**src/rtl/uart_tx_feeder_if.sv**
```systemverilog
// Handshake bundle between the TX feeder, the TX FIFO read port and the UART transmitter.
// Signal prefixes are relative to the feeder: i_* flow into it, o_* flow out of it.
interface uart_tx_feeder_if;
    logic       i_fifo_empty;
    logic       o_fifo_rd;
    logic [7:0] i_fifo_rdata;
    logic       o_valid;
    logic       i_ready;
    logic [8:0] o_data;
    logic       i_tx_status;

    modport master (
        input  i_fifo_empty,
        input  i_fifo_rdata,
        input  i_ready,
        input  i_tx_status,
        output o_fifo_rd,
        output o_valid,
        output o_data
    );

    modport slave (
        output i_fifo_empty,
        output i_fifo_rdata,
        output i_ready,
        output i_tx_status,
        input  o_fifo_rd,
        input  o_valid,
        input  o_data
    );
endinterface

```
**src/rtl/uart_tx_feeder.sv**
```systemverilog
// Fetches one byte at a time from the TX FIFO, appends parity, offers it to the transmitter,
// then waits out the transmitted frame plus a programmable idle gap before the next fetch.
module uart_tx_feeder #(
    parameter int GAP_W = 32,
    parameter int CNT_W = 16
) (
    input  logic                 i_clk,
    input  logic                 i_nrst,
    input  logic                 i_enable,
    input  logic [1:0]           i_parity_mode,
    input  logic [GAP_W-1:0]     i_gap_cycles,
    uart_tx_feeder_if.master     bus,
    output logic                 o_busy,
    output logic [CNT_W-1:0]     o_frame_cnt
);

    typedef enum logic [2:0] {
        S_IDLE,
        S_POP,
        S_CAPTURE,
        S_OFFER,
        S_WAIT_BUSY,
        S_WAIT_DONE,
        S_GAP
    } state_t;

    state_t             state_q, state_d;
    logic [8:0]         data_q, data_d;
    logic [GAP_W-1:0]   gap_q, gap_d;
    logic [CNT_W-1:0]   cnt_q, cnt_d;
    logic               par_bit;
    logic               fifo_rd;
    logic               valid;
    logic               busy;

    always_ff @(posedge i_clk or negedge i_nrst) begin
        if (!i_nrst) begin
            state_q <= S_IDLE;
            data_q  <= '0;
            gap_q   <= '0;
            cnt_q   <= '0;
        end else begin
            state_q <= state_d;
            data_q  <= data_d;
            gap_q   <= gap_d;
            cnt_q   <= cnt_d;
        end
    end

    // Enable and FIFO-empty only matter when deciding to start a new word.
    always_comb begin
        state_d = state_q;
        case (state_q)
            S_IDLE:      if (i_enable && !bus.i_fifo_empty) state_d = S_POP;
            S_POP:       state_d = S_CAPTURE;
            S_CAPTURE:   state_d = S_OFFER;
            S_OFFER:     if (bus.i_ready) state_d = S_WAIT_BUSY;
            S_WAIT_BUSY: if (bus.i_tx_status) state_d = S_WAIT_DONE;
            S_WAIT_DONE: if (!bus.i_tx_status) state_d = S_GAP;
            S_GAP:       if (gap_q == '0) state_d = S_IDLE;
            default:     state_d = S_IDLE;
        endcase
    end

    always_comb begin
        data_d  = data_q;
        gap_d   = gap_q;
        cnt_d   = cnt_q;
        par_bit = 1'b0;
        case (i_parity_mode)
            2'd0:    par_bit = ^bus.i_fifo_rdata;
            2'd1:    par_bit = ~^bus.i_fifo_rdata;
            2'd2:    par_bit = 1'b1;
            default: par_bit = 1'b0;
        endcase
        case (state_q)
            S_CAPTURE:   data_d = {par_bit, bus.i_fifo_rdata};
            S_OFFER:     if (bus.i_ready) cnt_d = cnt_q + CNT_W'(1);
            S_WAIT_DONE: if (!bus.i_tx_status) gap_d = i_gap_cycles;
            S_GAP:       if (gap_q != '0) gap_d = gap_q - GAP_W'(1);
            default:     ;
        endcase
    end

    always_comb begin
        fifo_rd = 1'b0;
        valid   = 1'b0;
        busy    = 1'b1;
        case (state_q)
            S_IDLE:  busy    = 1'b0;
            S_POP:   fifo_rd = 1'b1;
            S_OFFER: valid   = 1'b1;
            default: ;
        endcase
    end

    assign bus.o_fifo_rd = fifo_rd;
    assign bus.o_valid   = valid;
    assign bus.o_data    = data_q;
    assign o_busy        = busy;
    assign o_frame_cnt   = cnt_q;

endmodule

```
**src/flat_wrapper.sv**
```systemverilog
// flat-port wrapper written by rule: the top's interface ports become plain ports
module uart_tx_feeder_flat 
#(
    parameter int GAP_W = 32,
    parameter int CNT_W = 16
)
  (i_clk, i_nrst, i_enable, i_parity_mode, i_gap_cycles, o_busy, o_frame_cnt, bus_i_fifo_empty, bus_i_fifo_rdata, bus_i_ready, bus_i_tx_status, bus_o_fifo_rd, bus_o_valid, bus_o_data);
  uart_tx_feeder_if bus_i ();
  input  logic i_clk;
  input  logic i_nrst;
  input  logic i_enable;
  input  logic [1:0] i_parity_mode;
  input  logic [GAP_W-1:0] i_gap_cycles;
  output logic o_busy;
  output logic [CNT_W-1:0] o_frame_cnt;
  input wire logic [$bits(bus_i.i_fifo_empty)-1:0] bus_i_fifo_empty;
  input wire logic [$bits(bus_i.i_fifo_rdata)-1:0] bus_i_fifo_rdata;
  input wire logic [$bits(bus_i.i_ready)-1:0] bus_i_ready;
  input wire logic [$bits(bus_i.i_tx_status)-1:0] bus_i_tx_status;
  output wire logic [$bits(bus_i.o_fifo_rd)-1:0] bus_o_fifo_rd;
  output wire logic [$bits(bus_i.o_valid)-1:0] bus_o_valid;
  output wire logic [$bits(bus_i.o_data)-1:0] bus_o_data;
  assign bus_i.i_fifo_empty = bus_i_fifo_empty;
  assign bus_i.i_fifo_rdata = bus_i_fifo_rdata;
  assign bus_i.i_ready = bus_i_ready;
  assign bus_i.i_tx_status = bus_i_tx_status;
  assign bus_o_fifo_rd = bus_i.o_fifo_rd;
  assign bus_o_valid = bus_i.o_valid;
  assign bus_o_data = bus_i.o_data;
  uart_tx_feeder #(.GAP_W(GAP_W), .CNT_W(CNT_W)) u_core (.i_clk(i_clk), .i_nrst(i_nrst), .i_enable(i_enable), .i_parity_mode(i_parity_mode), .i_gap_cycles(i_gap_cycles), .bus(bus_i), .o_busy(o_busy), .o_frame_cnt(o_frame_cnt));
endmodule
```
**config.mk**
```make
export PLATFORM = sky130hd
export DESIGN_NAME = uart_tx_feeder_flat
export DESIGN_NICKNAME = d
export VERILOG_FILES = /design/src/rtl/uart_tx_feeder_if.sv /design/src/rtl/uart_tx_feeder.sv /design/src/flat_wrapper.sv
export SDC_FILE = /design/constraint.sdc
export NUM_CORES = 1
export LEC_CHECK = 0
export CORE_MARGIN = 5
export CORE_UTILIZATION = 50
export DETAILED_ROUTE_END_ITERATION = 16
export GPL_TIMING_DRIVEN = 1
export PLACE_DENSITY_LB_ADDON = 0.25
export SETUP_SLACK_MARGIN = 0.4
export SYNTH_ARGS = -nofsm -noshare
export SYNTH_HDL_FRONTEND = slang
export SYNTH_SLANG_ARGS = --single-unit
```
**constraint.sdc**
```tcl
create_clock -name i_clk -period 3.2 [get_ports i_clk]
set_clock_uncertainty 0.05 [all_clocks]
set_input_delay 0.48 -clock i_clk [delete_from_list [all_inputs] [get_ports i_clk]]
set_output_delay 0.48 -clock i_clk [all_outputs]
set_load 0.01 [all_outputs]
```
; ---- Word level (Yosys, flattened, before mapping)
; Index checks and enable logic that the tools add are counted.
[op_classes]
n_addsub = 2
n_eq_ne = 14
n_mux = 13
reduce_logical = 12
[ops]
columns = operator, n
row1 = 32-bit two-way mux, 2
row2 = 32-bit one-hot mux with 2 select lines, 1
row3 = 32-bit logical NOT, 1
row4 = 32-bit nonzero test, 1
row5 = "32-bit by 1-bit subtractor with 32-bit output, second input constant", 1
row6 = 3-bit one-hot mux with 7 select lines, 1
row7 = "16-bit by 1-bit adder with 16-bit output, second input constant", 1
row8 = 3-bit two-way mux, 5
row9 = "3-bit equality test, second input constant", 3
row10 = 8-bit XNOR reduction, 1
row11 = 8-bit XOR reduction, 1
row12 = "3-bit by 2-bit equality test with 1-bit output, second input constant", 2
row13 = "2-bit by 1-bit inequality test with 1-bit output, second input constant", 3
row14 = "2-bit inequality test, second input constant", 3
row15 = 5-bit AND reduction, 1
row16 = "3-bit by 1-bit equality test with 1-bit output, second input constant", 1
row17 = 3-bit logical NOT, 1
row18 = 1-bit two-way mux, 3
row19 = 1-bit one-hot mux with 3 select lines, 1
row20 = 3-bit AND reduction, 1
row21 = "2-bit by 1-bit equality test with 1-bit output, second input constant", 1
row22 = "2-bit equality test, second input constant", 1
row23 = 2-bit logical NOT, 1
row24 = 2-bit AND reduction, 1
row25 = 3 further kinds, 3
[word_totals]
register_bits = 60
in_bits = 48
output_inout_bits = 28
elab_cells = 45

; ---- Depth between registers and ports, before layout
; Gate-level depths: netlist (run 1).
[depth]
ltp_word = 4
mapped_depth = 11
depth_no_buf = 7

; ---- Worst setup path after synthesis (run 1)
; OpenSTA, ideal clock, no wires.
[synth_timing]
kind = register to register
startpoint = register u_core.gap_q[0]
endpoint = register u_core.gap_q[30]
setup_time_ps = 140
arrival_time_ps = 2162
required_time_ps = 3010
slack_ps = 848
path_stages_with_launch = 12
n_path_buf = 4
period_less_slack_ps = 2352
path_cell_list = dfrtp_1 > inv_1 > ha_1 > or3b_2 > buf_2 > nor3_1 > a31o_2 > buf_6 > and2_4 > buf_6 > buf_8 > o221ai_1
[synth_between]
elab_chain_cells = 3
word_cells_on_any_way = 6
cone_classes = add/sub (1) / eq/ne (1) / mux (2) / reduce/logical (2)
[synth_lines]
columns = item, line_no
row1 = from (decl), uart_tx_feeder.sv:29  ; logic [GAP_W-1:0] gap_q, gap_d;
row2 = from (signal assigned), uart_tx_feeder.sv:45  ; gap_q <= gap_d;
row3 = 32-bit by 1-bit subtractor with 32-bit output / 32-bit nonzero test (equally long branches), uart_tx_feeder.sv:80  ; S_GAP: if (gap_q != '0) gap_d = gap_q - GAP_W'(1);
row4 = 32-bit two-way mux / 2-bit by 1-bit inequality test with 1-bit output (equally long branches), --
row5 = 32-bit one-hot mux with 2 select lines / 3-bit AND reduction (equally long branches), --
; Several ways; a longest one is shown, not always the timed one. The select of a mux whose other input is x is not followed.
; A chain may end at the register's enable or synchronous reset.

; ---- Worst setup path in the final report (run 1)
; Same ends and word-level chain as after synthesis.

==> run_results.csv, run 1 <==
group,metric,value,unit
clock_tree,cts_buffer_depth,2,
final_layout,multiInputGateArea,1810,um^2
status,status,"completed",
sta,fin_crit,2670,ps
pwr,switching_share,0.371,
final_layout,drive_gt1_frac,0.109,
routing,vias_per_cell,5.95,
grt,grt_usage,0.206,
critical_path,required,3350,ps
yosys,synthArstFlopShare,1.00,
placed_design,dp.cells,523,
yosys,syn_area_per_cell,9.41,um^2
grt,grt_overflow_total,0,
yosys,synth_seq_cells,60,
critical_path,r2r_end,"u_core.gap_q[30]$_DFFE_PN0P_",
final_layout,nets,488,
yosys,ys_types,57,
pwr,p_switching,1350,uW
routing,drt_pass1_iterations,5,
routing,postRouteAntennaNets,0,
final_layout,final_cells,538,
critical_path,worstSetupStartpointType,"register",
clock_tree,cts_buffers,9,
clock_tree,insertion_delay,340,ps
placed_design,io_buffers,75,
clock_tree,cts_tree,"done",
final_layout,area_growth,29.2,%
routing,drc,0,
pwr,power.total,3650,uW
floorplanning,row_count,30,
sta,setup_viol,0,
routing,wirelength,8760,um
pwr,clkPwrFrac,0.214,
clock_tree,cts-hold-fix-buffers,0,
critical_path,worstPathMaxFanout,26,
yosys,synth_edf_count,0,
sta,drv_slew,0,
sta,fmax,0.374,GHz
grt,grt_max_degree,43,
yosys,synth_warnings,0,
final_layout,insertedDiodeCount,0,
routing,post_drt_wl_per_cell,16.3,um
yosys,syn-instance-count,370,
pwr,cellLeakagePower,0.00180,uW
yosys,synth_flop_cell,"dfrtp_1",
clock_tree,clk_pin_slew,70,ps
placed_design,place_hpwl,6230,um
critical_path,cp-end-kind,"register",
clock_tree,cts_setup_buffers,0,
floorplanning,fp.dieH,93.4,um
yosys,syn_area,3480,um^2
routing,num_vias,3203,
clock_tree,clock_sinks,60,
floorplanning,design.core.area,6790,um^2
critical_path,timing.rr.start,"u_core.gap_q[0]$_DFFE_PN0P_",
pwr,peakVddDrop,0.000478,V
floorplanning,start_util,0.512,
sta,post-route-period-util,0.835,
sta,fin_tns_setup,0,ps
yosys,synth_fp_nets,420,
grt,grt_pass1_vias,2933,
critical_path,arrival,2830,ps
sta,slew_headroom,0.363,
critical_path,r2r_cells,7,
pwr,p_int,2290,uW
critical_path,crit_type,"reg2reg",
yosys,synth-seq-area-share,0.431,
floorplanning,io_pins,76,
placed_design,place_congestion,0.784,
floorplanning,die_area,8730,um^2
sta,tightest_slew,955,ps
pwr,p_per_area,811,nW/um^2
routing,drt_iter0_drc,222,
worst_hold_path,min_path_type,"in2async",
clock_tree,h-tree-depth,3,
final_layout,final_core_util,0.662,
final_layout,fillers,559,
flow_run,maxCapViolations,0,
clock_tree,post_cts_resized,0,
sta,hold_violations,0,
clock_tree,cts-root-buf,"clkbuf_8",
pwr,combPwrFrac,0.399,
final_layout,regArea,1500,um^2
floorplanning,die_x,93.4,um
pwr,power_frac_seq,0.387,
grt,grt_pass1_wl,14200,um
critical_path,r2r_setup_slack,530,ps
sta,grt_setup_unrepaired,"no",
grt,antenna_found_initial,0,
flip-flops by register name, summed over array words and instances, names as in the netlist:
| name | flops |
|---|---|
| u_core.gap_q | 32 |
| u_core.state_q | 3 |
| u_core.bus.o_data | 9 |
| u_core.o_frame_cnt | 16 |
worst max-delay path by stage:
stage	start	endpoint	slack (ps)
finish	u_core.gap_q[0]$_DFFE_PN0P_	u_core.gap_q[30]$_DFFE_PN0P_	530
global route	u_core.gap_q[0]$_DFFE_PN0P_	u_core.gap_q[30]$_DFFE_PN0P_	410
CTS	u_core.gap_q[0]$_DFFE_PN0P_	u_core.gap_q[30]$_DFFE_PN0P_	580
detailed placement	u_core.gap_q[0]$_DFFE_PN0P_	u_core.gap_q[30]$_DFFE_PN0P_	580
global placement	u_core.gap_q[0]$_DFFE_PN0P_	u_core.gap_q[30]$_DFFE_PN0P_	650
floorplan	u_core.gap_q[0]$_DFFE_PN0P_	u_core.gap_q[30]$_DFFE_PN0P_	850
power by group through the flow:
stage / logic, uW / clock network [uW] / registers [uW]
5_1_grt: 1600 / 830 / 1460
3_5_place_dp: 1460 / 0 / 1410
6_report: 1450 / 780 / 1410
2_1_floorplan: 1050 / 0 / 1350
4_1_cts: 1460 / 789 / 1400
3_3_place_gp: 1430 / 0 / 1400
worst max-delay path, stage by stage (launching register included):
cell	delay, ps
dfrtp_1	380
inv_1	90
ha_1	210
or3b_2	560
nor3_1	360
a31o_2	320
and2_4	380
o221ai_1	170
routing by layer:
layer  part of all wire  vias to the layer above  global-route usage
met5                  0                        -                   0
met4              0.022                        0              0.0952
met3              0.072                       14              0.0378
met2               0.47                      146               0.310
met1               0.44                     1522               0.286
li1                   -                     1521                   -
through the flow:
step,instance area [um^2],hold slack (ps),setup WS [ps]
global route,4500,317,413
CTS,4500,257,583
finish,4500,235,527
floorplan,3480,134,848
global placement,4270,413,649
detailed placement,4270,422,581
kinds of logic (layout without fill, tap and decap cells):
kind of cell               Yosys count  in the layout  share of synthesized area
AOI/OAI and AO/OA                  106            106                      0.218
DFF                                 60             60                      0.431
and+or+nand+nor                    134            134                      0.202
xor gates and xnor gates            22             22                     0.0554
adders and majority gates            2              2                    0.00719
buffers and inverters               35            107                     0.0507
muxes                               11             11                     0.0349
cell type report:
class                   count  share of cell area
flip-flops and latches     60               0.334
inverters                   7             0.00584
clock inverters             4              0.0161
well taps                  96              0.0267
multi-input cells         275               0.401
repair buffers             85               0.182
clock buffers              11              0.0337
synthesized netlist by cell type (3+ instances only):
cell,n,area [um^2]
a22oi_1,9,67.6
nand2_1,28,105
buf_2,8,40.0
mux2_2,9,101
and3_1,5,31.3
a31o_2,3,26.3
nand4_1,4,25.0
xnor2_1,16,140
nor3_1,13,65.1
buf_6,3,33.8
clkbuf_1,15,56.3
or3_1,6,37.5
o22a_1,14,123
o221ai_1,4,35.0
dfrtp_1,60,1500
o211ai_1,9,67.6
o22ai_1,4,25.0
a41oi_1,3,26.3
nand3_1,15,75.1
nor2_1,37,139
inv_1,7,26.3
xor2_1,6,52.6
a221o_1,3,30.0
o21ai_0,5,25.0
nor4_1,5,31.3
a21oi_1,24,120
or4_1,3,22.5
a31oi_1,14,87.6
layout by cell type, fill, tap and decap left out, types with 7 or more instances in the layout:
cell type / instances
nand3_1: 15
mux2_2: 9
o211ai_1: 9
a21oi_1: 24
xnor2_1: 16
nor2_1: 36
clkbuf_8: 11
buf_4: 10
nand2_1: 28
a22oi_1: 9
dfrtp_1: 60
o22a_1: 14
inv_1: 7
clkdlybuf4s50_1: 74
a31oi_1: 14
nor3_1: 13
No activity file was read; power rests on OpenSTA's default activity.
==> inputs of run 2 (changes only) <==
--- a/config.mk
+++ b/config.mk
@@ -6,7 +6,7 @@
 export NUM_CORES = 1
 export LEC_CHECK = 0
 export CORE_MARGIN = 5
-export CORE_UTILIZATION = 50
+export CORE_UTILIZATION = 46
 export DETAILED_ROUTE_END_ITERATION = 16
 export GPL_TIMING_DRIVEN = 1
 export PLACE_DENSITY_LB_ADDON = 0.25
==> constraint.sdc (replaced) <==
create_clock -name i_clk -period 2.3 [get_ports i_clk]
set_clock_uncertainty 0.05 [all_clocks]
set_input_delay 0.345 -clock i_clk [delete_from_list [all_inputs] [get_ports i_clk]]
set_output_delay 0.345 -clock i_clk [all_outputs]
set_load 0.01 [all_outputs]
==> run 2 against run 1 <==
Wire length is 22% higher. Non-clock buffer count rose by 56. Core utilization increased by 5.6 points. The run now ends with setup timing left. Power grew 59%. Largest power group unchanged. Sequential share of layout area shrank 4.7 points.
==> run_results.csv, run 2 (same netlist as run 1, synthesis figures left out) <==
group,metric,value,unit
grt,grt_pass1_vias,3384,
clock_tree,cts_buffer_depth,2,
grt,grt_pass1_wl,16400,um
pwr,combPwrFrac,0.517,
routing,postRouteAntennaNets,0,
critical_path,path_delay_family,"simple AND/OR/NAND/NOR gates",
routing,wirelength,10700,um
clock_tree,insertion_delay,350,ps
sta,post-route-period-util,1.07,
placed_design,io_buffers,75,
final_layout,top_register,"u_core.gap_q",
status,status,"finished with violations",
final_layout,layout_common_cells,"clkdlybuf4s50_1 (71), dfrtp_1 (58), buf_4 (52), nor2_1 (35), nand2_1 (24)",
final_layout,mostFrequentLayoutCell,"clkdlybuf4s50_1",
placed_design,place_congestion,0.851,
pwr,clkPwrFrac,0.150,
pwr,p_int,3490,uW
clock_tree,clk_pin_slew,80,ps
sta,fmax,0.405,GHz
routing,post_drt_wl_per_cell,17.9,um
clock_tree,h-tree-depth,3,
sta,setup_viol,16,
placed_design,placed_area,4510,um^2
final_layout,area_growth,50.5,%
worst_hold_path,min_path_type,"reg2reg",
pwr,power_frac_seq,0.333,
grt,grt_overflow_total,0,
floorplanning,fp.dieH,97.0,um
floorplanning,die_x,97.0,um
routing,drc,0,
critical_path,worstSetupStartpointType,"register",
final_layout,drive_gt1_frac,0.295,
sta,grt_setup_unrepaired,"yes",
final_layout,largest_reg_flops,32,
floorplanning,start_util,0.477,
clock_tree,cts-root-buf,"clkbuf_8",
pwr,peakVddDrop,0.000663,V
flow_run,maxCapViolations,0,
critical_path,required,2490,ps
pwr,p_per_area,1110,nW/um^2
pwr,p_switching,2300,uW
sta,tightest_slew,575,ps
final_layout,nets,544,
floorplanning,die_area,9410,um^2
sta,fin_crit,2470,ps
final_layout,finish.instance_area,5240,um^2
sta,drv_slew,0,
clock_tree,cts_buffers,9,
sta,whs,431,ps
floorplanning,io_pins,76,
critical_path,worstPathMaxFanout,5,
floorplanning,design.core.area,7290,um^2
pwr,cellLeakagePower,0.00217,uW
grt,busiest_layer,"met2",
placed_design,dp.cells,549,
critical_path,arrival,2670,ps
final_layout,final_core_util,0.718,
grt,antenna_found_initial,0,
final_layout,final_cells,598,
floorplanning,row_count,31,
final_layout,insertedDiodeCount,0,
placed_design,place_hpwl,6620,um
grt,grt_max_degree,35,
sta,hold_violations,0,
status,violations,"setup timing",
critical_path,cp_num_buf_inv,1,
sta,slew_headroom,0.613,
routing,drt_pass1_iterations,5,
routing,vias_per_cell,5.92,
grt,grt_usage,0.208,
critical_path,crit_type,"reg2reg",
grt,use_met3,0.0403,
clock_tree,clock_sinks,60,
sta,fin_ws,-171,ps
critical_path,max_stage_delay,570,ps
critical_path,cp-end-kind,"register",
sta,fin_tns_setup,-380,ps
routing,drt_iter0_drc,235,
pwr,switching_share,0.397,
critical_path,crit_chain,"or4_4 -> nor4_4 -> buf_4 -> nand2_2 -> o41a_1 -> o211ai_1",
routing,num_vias,3542,
grt,grt_use_met1,0.266,
clock_tree,cts_tree,"done",
critical_path,cp_slowest_cell,"or4_4",
grt,met2_usage,0.344,
## run 2: per-layer routing
layer  part of all wire  up-vias  wire length, um
met3              0.062       24              658
met5                  0        -                0
li1                   -     1645                -
met4              0.019        0              202
met2               0.50      166             5330
met1               0.42     1707             4480
## run 2: final cells by class
| class | instances | area, um^2 |
|---|---|---|
| clock buffers | 9 | 124 |
| clock inverters | 7 | 53.8 |
| fillers | 558 | 2050 |
| inverters | 7 | 26.3 |
| multi-input cells | 275 | 2050 |
| flip-flops and latches | 60 | 1500 |
| well taps | 99 | 124 |
| repair buffers | 141 | 1350 |
## run 2: through the flow
stage          total power (uW)  setup WS [ps]
3_3_place_gp               4210           76.3
5_1_grt                    6120           -209
6_report                   5790           -171
2_1_floorplan              3360           73.3
3_5_place_dp               4290           12.4
4_1_cts                    5460            150
## run 2: path summary, 6_finish.rpt
kind | start | end | slack (ps) | depth (start not counted)
worst max-delay path | u_core.gap_q[17]$_DFFE_PN0P_ | u_core.gap_q[28]$_DFFE_PN0P_ | -170 | 6
worst min-delay path | u_core.o_frame_cnt[15]$_DFFE_PN0P_ | u_core.o_frame_cnt[15]$_DFFE_PN0P_ | 430 | 1
worst max register to register | u_core.gap_q[17]$_DFFE_PN0P_ | u_core.gap_q[28]$_DFFE_PN0P_ | -170 | 6
worst min register to register | u_core.o_frame_cnt[15]$_DFFE_PN0P_ | u_core.o_frame_cnt[15]$_DFFE_PN0P_ | 430 | 1
max in group asynchronous | i_nrst | u_core.state_q[0]$_DFFE_PN0P_ | 1370 | 3
min in group asynchronous | i_nrst | u_core.gap_q[8]$_DFFE_PN0P_ | 510 | 3
## run 2: power by group through the flow
stage	clock (uW)	sequential, uW	combinational [uW]
floorplan	0	1880	1480
global placement	0	1880	2330
detailed placement	0	1900	2380
CTS	871	1880	2710
global route	923	1980	3220
finish	865	1930	2990
## run 2: what timing repair did
action / CTS / global route
hold buffers: 1 / 0
setup buffers: 19 / 10
pin swaps: 12 / 30
cloned: 2 / 1
endpoints found under the hold margin: 60 / 0
gates resized for setup: 33 / 32
setup endpoints to repair: 37 / 37
==> inputs of run 3 (changes only) <==
--- a/config.mk
+++ b/config.mk
@@ -10,7 +10,9 @@
 export DETAILED_ROUTE_END_ITERATION = 16
 export GPL_TIMING_DRIVEN = 1
 export PLACE_DENSITY_LB_ADDON = 0.25
+export RECOVER_POWER = 50
 export SETUP_SLACK_MARGIN = 0.4
+export SLEW_MARGIN = 10
 export SYNTH_ARGS = -nofsm -noshare
 export SYNTH_HDL_FRONTEND = slang
 export SYNTH_SLANG_ARGS = --single-unit
==> run 3 against run 2 <==
The run still ends with setup timing left. Maximum frequency is 0.33% lower. Sequential power hardly changed. Worst setup slack worse by 8.2 ps. Final cell count stayed put. Wire length is 0.67% lower. Highest routed layer unchanged. Largest power group unchanged. First-iteration DRC count is 3.0% higher. Sequential cell count stayed put. Critical endpoint unchanged.
==> run_results.csv, run 3 (same netlist as run 1, synthesis figures left out) <==
group,metric,value,unit
sta,slew_headroom,0.467,
sta,post-route-period-util,1.08,
grt,grt_usage,0.208,
grt,grt_max_degree,35,
sta,fin_crit,2480,ps
grt,grt_pass1_vias,3384,
placed_design,placed_area,4510,um^2
sta,hold_violations,0,
floorplanning,design.core.area,7290,um^2
routing,drt_pass1_iterations,5,
clock_tree,clk_pin_slew,80,ps
grt,antenna_found_initial,0,
routing,vias_per_cell,5.93,
placed_design,place_hpwl,6620,um
floorplanning,fp.dieH,97.0,um
sta,fmax,0.403,GHz
final_layout,drive_gt1_frac,0.293,
final_layout,insertedDiodeCount,0,
clock_tree,insertion_delay,350,ps
routing,drt_iter0_drc,242,
pwr,peakVddDrop,0.000661,V
sta,setup_viol,26,
critical_path,cp-end-kind,"register",
critical_path,worstSetupStartpointType,"register",
clock_tree,cts_tree,"done",
routing,post_drt_wl_per_cell,17.7,um
routing,postRouteAntennaNets,0,
final_layout,top_register,"u_core.gap_q",
status,status,"finished with violations",
critical_path,arrival,2670,ps
clock_tree,cts_buffer_depth,2,
grt,grt_pass1_wl,16400,um
routing,wirelength,10600,um
sta,tightest_slew,800,ps
final_layout,nets,544,
floorplanning,io_pins,76,
placed_design,io_buffers,75,
floorplanning,row_count,31,
grt,grt_overflow_total,0,
final_layout,finish.instance_area,5230,um^2
pwr,cellLeakagePower,0.00216,uW
clock_tree,h-tree-depth,3,
final_layout,layout_common_cells,"clkdlybuf4s50_1 (71), dfrtp_1 (58), buf_4 (50), nor2_1 (35), nand2_1 (24)",
status,violations,"setup timing",
sta,fin_ws,-179,ps
critical_path,cp-startpoint,"u_core.gap_q[17]$_DFFE_PN0P_",
sta,grt_setup_unrepaired,"yes",
floorplanning,die_area,9410,um^2
clock_tree,cts-root-buf,"clkbuf_8",
critical_path,crit_type,"reg2reg",
floorplanning,die_x,97.0,um
sta,whs,431,ps
worst_hold_path,worstHoldStart,"u_core.o_frame_cnt[15]$_DFFE_PN0P_",
critical_path,required,2500,ps
floorplanning,start_util,0.477,
critical_path,timing.rr.start,"u_core.gap_q[17]$_DFFE_PN0P_",
sta,drv_slew,0,
final_layout,mostFrequentLayoutCell,"clkdlybuf4s50_1",
placed_design,place_congestion,0.851,
routing,drc,0,
clock_tree,clock_sinks,60,
critical_path,worstPathMaxFanout,5,
worst_hold_path,min_path_type,"reg2reg",
clock_tree,cts_buffers,9,
pwr,p_per_area,1110,nW/um^2
routing,num_vias,3549,
flow_run,maxCapViolations,0,
sta,fin_tns_setup,-726,ps
final_layout,area_growth,50.3,%
final_layout,largest_reg_flops,32,
run 3: cell types whose count changed in the layout (fill, tap and decap cells not counted), sizes merged:
cell	before	now
clkbuf	11	14
buf	65	62
run 3: metal layers:
layer / vias up / wire length (um) / track usage
li1: 1645 / - / -
met1: 1719 / 4340 / 0.266
met2: 164 / 5350 / 0.344
met3: 21 / 727 / 0.0403
met4: 0 / 193 / 0.0864
met5: - / 0 / 0
run 3: where the power goes:
part / leakage [uW] / switching (uW) / internal (uW)
logic: 0.00135 / 1390 / 1600
registers: 0.000722 / 434 / 1490
clock network: 0.0000931 / 471 / 395
run 3: layout make-up:
type / count / area, um^2
Fill cell: 559 / 2060
Sequential cell: 60 / 1500
Multi-Input combinational cell: 275 / 2050
Timing Repair Buffer: 141 / 1350
Tap cell: 99 / 124
Clock inverter: 7 / 53.8
Clock buffer: 9 / 124
Inverter: 7 / 26.3
run 3: path summary, 6_finish.rpt:
check	cells past startpoint	end	slack, ps
min in group asynchronous	3	u_core.gap_q[8]$_DFFE_PN0P_	660
worst min-delay path	1	u_core.o_frame_cnt[15]$_DFFE_PN0P_	430
worst max-delay path	6	u_core.gap_q[28]$_DFFE_PN0P_	-180
worst min register to register	1	u_core.o_frame_cnt[15]$_DFFE_PN0P_	430
max in group asynchronous	3	u_core.state_q[0]$_DFFE_PN0P_	950
worst max register to register	6	u_core.gap_q[28]$_DFFE_PN0P_	-180
run 3: critical path: stages, from the launching register on:
cell and delay [ps]:
dfrtp_1 400, or4_4 570, nor4_4 440, buf_4 200, nand2_2 70, o41a_1 390, o211ai_1 260
run 3: per-stage QoR:
step	instances	worst slack, ps	power [uW]	util
finish	598	-179	5780	0.717
global route	598	-209	6120	0.717
CTS	587	150	5460	0.683
detailed placement	549	12.4	4290	0.618
global placement	549	76.3	4210	0.618
floorplan	370	73.3	3360	-
run 3: what timing repair did:
item | in CTS | in global routing
gates resized for setup | 33 | 32
hold endpoints to repair | 60 | 0
pin swaps | 12 | 30
hold buffers | 1 | 0
setup endpoints to repair | 37 | 37
cloned | 2 | 1
buffers inserted | 19 | 10
